<file path="src/rtl/processor_param.sv">
// rtl/processor_param.sv - parameterised accumulator processor with FETCH/DECODE/EXEC/MEM/WB/HALT sequencing
module processor_param #(
    parameter int DATA_W = 16,
    parameter int IM_AW  = 10,
    parameter int DM_AW  = 11
) (
    input  logic              CLOCK_i,
    input  logic              RESET_i,
    input  logic              HOLD_n_i,
    output logic [IM_AW-1:0]  ADDR_im_o,
    input  logic [DATA_W-1:0] DATA_im_i,
    output logic              CEnable_im_o,
    output logic              OEnable_im_o,
    output logic              CEnable_dm_o,
    output logic              OEnable_dm_o,
    output logic              WEnable_dm_o,
    output logic [DM_AW-1:0]  ADDR_dm_o,
    output logic [DATA_W-1:0] DATA_dm_o,
    input  logic [DATA_W-1:0] DATA_dm_i,
    input  logic              DM_READY_i,
    output logic              HALTED_o,
    output logic [DATA_W-1:0] ACC_o
);

    typedef enum logic [2:0] {
        S_FETCH  = 3'd0,
        S_DECODE = 3'd1,
        S_EXEC   = 3'd2,
        S_MEM    = 3'd3,
        S_WB     = 3'd4,
        S_HALT   = 3'd5
    } state_t;

    localparam logic [3:0] OP_LDI  = 4'h1;
    localparam logic [3:0] OP_LD   = 4'h2;
    localparam logic [3:0] OP_ST   = 4'h3;
    localparam logic [3:0] OP_ADD  = 4'h4;
    localparam logic [3:0] OP_SUB  = 4'h5;
    localparam logic [3:0] OP_AND  = 4'h6;
    localparam logic [3:0] OP_OR   = 4'h7;
    localparam logic [3:0] OP_XOR  = 4'h8;
    localparam logic [3:0] OP_JMP  = 4'h9;
    localparam logic [3:0] OP_JZ   = 4'hA;
    localparam logic [3:0] OP_JN   = 4'hB;
    localparam logic [3:0] OP_JC   = 4'hC;
    localparam logic [3:0] OP_HALT = 4'hF;

    state_t            state;
    state_t            state_nxt;
    logic [IM_AW-1:0]  pc;
    logic [DATA_W-1:0] ir;
    logic [DATA_W-1:0] acc;
    logic [DATA_W-1:0] mdr;
    logic              flag_z;
    logic              flag_n;
    logic              flag_c;

    logic [3:0]        opcode;
    logic [3:0]        im_opcode;
    logic [DATA_W-5:0] operand;
    logic [DATA_W:0]   alu_sum;
    logic [DATA_W:0]   alu_diff;

    logic              acc_we;
    logic [DATA_W-1:0] acc_nxt;
    logic              c_we;
    logic              c_nxt;
    logic              jump_take;

    assign opcode    = ir[DATA_W-1 -: 4];
    assign operand   = ir[DATA_W-5:0];
    assign im_opcode = DATA_im_i[DATA_W-1 -: 4];
    assign alu_sum   = {1'b0, acc} + {1'b0, mdr};
    assign alu_diff  = {1'b0, acc} - {1'b0, mdr};

    assign ADDR_im_o = pc;
    assign ADDR_dm_o = ir[DM_AW-1:0];
    assign DATA_dm_o = acc;
    assign ACC_o     = acc;
    assign HALTED_o  = (state == S_HALT);

    // State register; HOLD_n_i low freezes the sequencer in place
    always_ff @(posedge CLOCK_i or posedge RESET_i) begin
        if (RESET_i) begin
            state <= S_FETCH;
        end else if (HOLD_n_i) begin
            state <= state_nxt;
        end
    end

    // Next-state selection; DECODE routes on the opcode arriving from instruction memory
    always_comb begin
        state_nxt = state;
        case (state)
            S_FETCH:  state_nxt = S_DECODE;
            S_DECODE: state_nxt = ((im_opcode >= OP_LD) && (im_opcode <= OP_XOR)) ? S_MEM : S_EXEC;
            S_EXEC:   state_nxt = (opcode == OP_HALT) ? S_HALT : S_FETCH;
            S_MEM: begin
                if (DM_READY_i) begin
                    state_nxt = (opcode == OP_ST) ? S_FETCH : S_WB;
                end
            end
            S_WB:     state_nxt = S_FETCH;
            S_HALT:   state_nxt = S_HALT;
            default:  state_nxt = S_FETCH;
        endcase
    end

    // Active-low memory strobes; reset forces them inactive without waiting for a clock
    always_comb begin
        CEnable_im_o = 1'b1;
        OEnable_im_o = 1'b1;
        CEnable_dm_o = 1'b1;
        OEnable_dm_o = 1'b1;
        WEnable_dm_o = 1'b1;
        if (!RESET_i) begin
            case (state)
                S_FETCH: begin
                    CEnable_im_o = 1'b0;
                    OEnable_im_o = 1'b0;
                end
                S_MEM: begin
                    CEnable_dm_o = 1'b0;
                    if (opcode == OP_ST) begin
                        WEnable_dm_o = 1'b0;
                    end else begin
                        OEnable_dm_o = 1'b0;
                    end
                end
                default: ;
            endcase
        end
    end

    // Accumulator, carry and branch decisions for the EXEC and WB steps
    always_comb begin
        acc_we    = 1'b0;
        acc_nxt   = acc;
        c_we      = 1'b0;
        c_nxt     = flag_c;
        jump_take = 1'b0;
        case (state)
            S_EXEC: begin
                case (opcode)
                    OP_LDI: begin
                        acc_we  = 1'b1;
                        acc_nxt = {4'b0000, operand};
                        c_we    = 1'b1;
                        c_nxt   = 1'b0;
                    end
                    OP_JMP:  jump_take = 1'b1;
                    OP_JZ:   jump_take = flag_z;
                    OP_JN:   jump_take = flag_n;
                    OP_JC:   jump_take = flag_c;
                    default: ;
                endcase
            end
            S_WB: begin
                acc_we = 1'b1;
                c_we   = 1'b1;
                c_nxt  = 1'b0;
                case (opcode)
                    OP_LD:  acc_nxt = mdr;
                    OP_ADD: begin
                        acc_nxt = alu_sum[DATA_W-1:0];
                        c_nxt   = alu_sum[DATA_W];
                    end
                    OP_SUB: begin
                        acc_nxt = alu_diff[DATA_W-1:0];
                        c_nxt   = alu_diff[DATA_W];
                    end
                    OP_AND: acc_nxt = acc & mdr;
                    OP_OR:  acc_nxt = acc | mdr;
                    OP_XOR: acc_nxt = acc ^ mdr;
                    default: begin
                        acc_we = 1'b0;
                        c_we   = 1'b0;
                    end
                endcase
            end
            default: ;
        endcase
    end

    // Architectural registers; all frozen while HOLD_n_i is low
    always_ff @(posedge CLOCK_i or posedge RESET_i) begin
        if (RESET_i) begin
            pc     <= '0;
            ir     <= '0;
            acc    <= '0;
            mdr    <= '0;
            flag_z <= 1'b0;
            flag_n <= 1'b0;
            flag_c <= 1'b0;
        end else if (HOLD_n_i) begin
            if (state == S_DECODE) begin
                ir <= DATA_im_i;
                pc <= pc + IM_AW'(1);
            end
            if (jump_take) begin
                pc <= operand[IM_AW-1:0];
            end
            if ((state == S_MEM) && DM_READY_i && (opcode != OP_ST)) begin
                mdr <= DATA_dm_i;
            end
            if (acc_we) begin
                acc    <= acc_nxt;
                flag_z <= (acc_nxt == '0);
                flag_n <= acc_nxt[DATA_W-1];
            end
            if (c_we) begin
                flag_c <= c_nxt;
            end
        end
    end

endmodule

</file>
<file path="config.mk">
export PLATFORM = sky130hd
export DESIGN_NAME = processor_param
export DESIGN_NICKNAME = d
export VERILOG_FILES = /design/src/rtl/processor_param.sv
export SDC_FILE = /design/constraint.sdc
export NUM_CORES = 1
export LEC_CHECK = 0
export BUFFER_PORTS_ARGS = -buffer_cell sky130_fd_sc_hd__buf_4
export CORE_MARGIN = 1.5
export CORE_UTILIZATION = 45
export CTS_CLUSTER_DIAMETER = 100
export DETAILED_ROUTE_END_ITERATION = 8
export PLACE_DENSITY = 0.78
export SYNTH_ARGS = -nofsm -noshare
export SYNTH_HDL_FRONTEND = slang
export SYNTH_SLANG_ARGS = --single-unit
</file>
<file path="constraint.sdc">
create_clock -name CLOCK_i -period 3.4 [get_ports CLOCK_i]
set_input_delay 0.51 -clock CLOCK_i [delete_from_list [all_inputs] [get_ports CLOCK_i]]
set_output_delay 0.51 -clock CLOCK_i [all_outputs]
set_load 0.02 [all_outputs]
</file>
==> impl_metrics.py <==
metrics = {
    "status": {
        "status": "complete, no violations",
    },
    "power": {
        "peakVddDrop_mv": 0.5235,
        "p_sw_share_pct": 51.52,
        "p_leak_nw": 3.140,
        "power.density_nw_per_um2": 995.6,
        "p_switching_mw": 3.611,
        "combPwrFrac_pct": 65.7,
        "power_frac_clock_pct": 12.5,
        "power.total_mw": 7.009,
        "intPower_mw": 3.398,
        "pwr-share-seq_pct": 21.7,
    },
    "critical_path": {
        "cp-start-kind": "register",
        "ff2ff_path_depth": 13,
        "worst-r2r-setup-slack_ns": 0.02,
        "crit_type": "register to register",
        "rr_startpoint": "ACC_o[0]",
        "crit_fanout": 4,
        "arrival_ns": 3.62,
        "worstPathRequired_ns": 3.63,
        "cp-end-kind": "register",
        "crit_path_end": "flag_z",
        "reg2reg_to": "flag_z",
        "startpoint": "ACC_o[0]",
    },
    "global_route": {
        "grt_usage_pct": 28.37,
        "grt_pass1_vias": 5545,
        "grt_antenna_before_repair": 0,
        "grt_pass1_wl_mm": 29.54,
        "use_met2_pct": 44.68,
        "grtUsageMet3_pct": 6.231,
        "grt_busiest_layer": "met2",
        "grt_max_degree": 64,
        "grtUsageMet1_pct": 37.50,
        "overflow": 0,
    },
    "finish": {
        "stdcell_area_um2": 7041,
        "stdcell_count": 989,
        "syn_to_final_growth_pct": 20.49,
        "fill_cells": 1226,
        "drive_gt1_share_pct": 23.75,
        "fin_nets": 902,
        "num_antenna_cells": 0,
        "utilization_pct": 55.79,
    },
    "synth": {
        "synth_edf_count": 0,
        "syn_inst": 735,
        "syn_nets": 825,
        "ys_seq_area_share_pct": 26.98,
        "avgSynthCellArea_um2": 7.950,
        "synthDistinctLibCells": 72,
        "synth-seq-cells": 63,
        "yosys_warnings": 0,
        "synth_top_area_share_pct": 26.98,
        "synth_area_leaders": "dfrtp_1, ha_1, o21ai_0",
        "yosysTopAreaCell": "dfrtp_1",
        "synthesis.area_um2": 5843,
        "synthArstFlopShare_pct": 100.0,
        "ys.flop_type": "dfrtp_1",
    },
    "timing": {
        "tns_ns": 0,
        "clock_skew_ns": 0.01197,
        "setup_ws_ns": 0.01720,
        "final-setup-viol-count": 0,
        "timing.final.crit_period_ns": 3.383,
        "drv_slew": 0,
        "worstMarginPinSlew_ns": 0.9865,
        "hold_slack_ns": 0.3681,
        "final_hold_viol_count": 0,
        "fmax_mhz": 295.6,
        "period_share_pct": 99.49,
        "relSlewSlack_pct": 34.23,
    },
    "hold_path": {
        "hold_class": "primary input to register",
    },
    "flow_run": {
        "cap_viol_max_count": 0,
    },
    "cts": {
        "clk_latency_ns": 0.35,
        "ctsHoldBuffers": 0,
        "clkTransAtPathRegs_ns": 0.06,
        "cts_tree": "yes",
        "clock_path_buffers": 2,
        "cts_root_buf": "clkbuf_16",
        "htree_levels": 3,
        "clkSinkCount": 63,
        "cts_buffers": 9,
    },
    "drt": {
        "ant_nets": 0,
        "vias": 6080,
        "drc": 0,
        "vias_per_cell": 6.148,
        "drtPass1Iterations": 5,
        "post_drt_wl_per_cell_um": 19.22,
        "wirelength_mm": 19.01,
        "first_iter_violations": 662,
    },
    "placed_design": {
        "hpwlAfterDp_mm": 13.92,
        "gp_congestion": 1.007,
        "dpl_cell_area_um2": 6674,
        "io_buffers": 94,
        "dpl.cell_count": 969,
        "place_ws_ns": 0.05254,
    },
    "die": {
        "die_area_um2": 13680,
        "core-area_um2": 12620,
        "die_w_um": 117.0,
        "start_util_pct": 46.30,
        "die_y_um": 117.0,
        "top_level_ports": 95,
        "placementRows": 41,
    },
}
-- final cells by class --
type | count | area, um2 | share of cell area, %
repair buffers | 138 | 1036 | 14.71
clock buffers | 10 | 239.0 | 3.394
clock inverters | 6 | 43.79 | 0.6220
flip-flops and latches | 63 | 1577 | 22.39
multi-input cells | 546 | 3727 | 52.94
well taps | 172 | 215.2 | 3.057
inverters | 54 | 202.7 | 2.879
-- state kept, by name, summed over array words and instances, names as in the netlist --
signal,cells
mdr,16
state,3
ADDR_im_o,10
flag_z,1
flag_c,1
ir,16
ACC_o,16
-- layout by cell type (no fill, tap or decap), types with 5 or more instances in the layout --
cell	instances
inv_2	5
o22ai_1	9
ha_1	51
o21ai_1	5
a31oi_1	11
mux2i_1	11
buf_4	138
o21ai_0	68
nand3_1	16
mux2_2	14
nand4_1	5
and3_1	7
a21oi_1	50
nor2b_1	14
nand2b_1	5
xnor2_1	5
nor3_1	20
a22oi_1	5
dfrtp_1	63
nor4_1	6
inv_1	49
a21o_1	10
a211oi_1	6
nand2_1	65
o211ai_1	5
clkbuf_16	9
nor2_1	57
-- timing repair --
item | CTS | global route
buffers inserted | 0 | 4
pin swaps | 0 | 8
gates resized for setup | 1 | 18
setup endpoints to repair | 1 | 2
-- critical path: stages, from the launching register on --
cell	delay (ns)
dfrtp_1	0.42
inv_2	0.09
ha_1	0.17
inv_1	0.06
fa_2	0.35
nor2b_1	0.17
o2111ai_2	0.23
nand4b_1	0.19
a311o_1	0.49
a2111oi_1	0.45
o311ai_0	0.21
nand2_1	0.13
nor4_2	0.05
a32o_1	0.28
-- cell families (layout without fill, tap and decap cells) --
logic type                 after synthesis  after routing  share of synthesized area [%]
AOI/OAI and AO/OA                      238            238                          26.47
xor gates and xnor gates                 5              5                         0.7494
adders and majority gates               54             54                          11.82
buffers and inverters                  126            208                          10.30
DFF                                     63             63                          26.98
muxes                                   25             25                          4.582
and+or+nand+nor                        224            224                          19.10
-- how the worst min path moves through the flow --
stage / start / end / cells after the start
5_1_grt: DATA_dm_i[11] / mdr[11] / 3
4_1_cts: DATA_dm_i[1] / mdr[1] / 3
2_1_floorplan: flag_c / flag_c / 2
3_3_place_gp: flag_c / flag_c / 2
3_5_place_dp: flag_c / flag_c / 2
6_report: DATA_dm_i[1] / mdr[1] / 3
-- routing by layer --
metal | up-vias | share of wire (%)
li1 | 2794 | -
met1 | 2823 | 41
met2 | 387 | 45
met3 | 76 | 9.5
met4 | 0 | 3.8
met5 | - | 0
-- power by group through the flow --
stage	Sequential (mW)	Combinational (mW)	Clock, mW
finish	1.52	4.61	0.878
detailed placement	1.52	4.36	0
CTS	1.51	4.38	0.905
global placement	1.50	4.35	0
floorplan	1.45	3.07	0
global route	1.57	5.01	0.935
-- synthesized netlist by cell type, drive strengths merged, types with 4 or more instances --
| cell | count |
|---|---|
| nor2 | 58 |
| o21ai | 76 |
| nand2 | 65 |
| buf | 37 |
| nor3b | 4 |
| nor4b | 4 |
| a21o | 10 |
| dfrtp | 63 |
| nor3 | 21 |
| o31ai | 4 |
| nand3 | 16 |
| o211ai | 5 |
| o2111ai | 4 |
| a21oi | 51 |
| clkbuf | 35 |
| mux2 | 14 |
| o2111a | 4 |
| o22ai | 9 |
| a2111oi | 7 |
| mux2i | 11 |
| ha | 52 |
| xnor2 | 5 |
| nor2b | 14 |
| o311ai | 6 |
| a31oi | 12 |
| a211oi | 7 |
| a22oi | 5 |
| and3 | 7 |
| nand2b | 5 |
| inv | 54 |
| o221ai | 4 |
| nand4 | 5 |
| or3 | 4 |
| a221oi | 5 |
| nor4 | 8 |
Power figures use the tool's default switching activity.
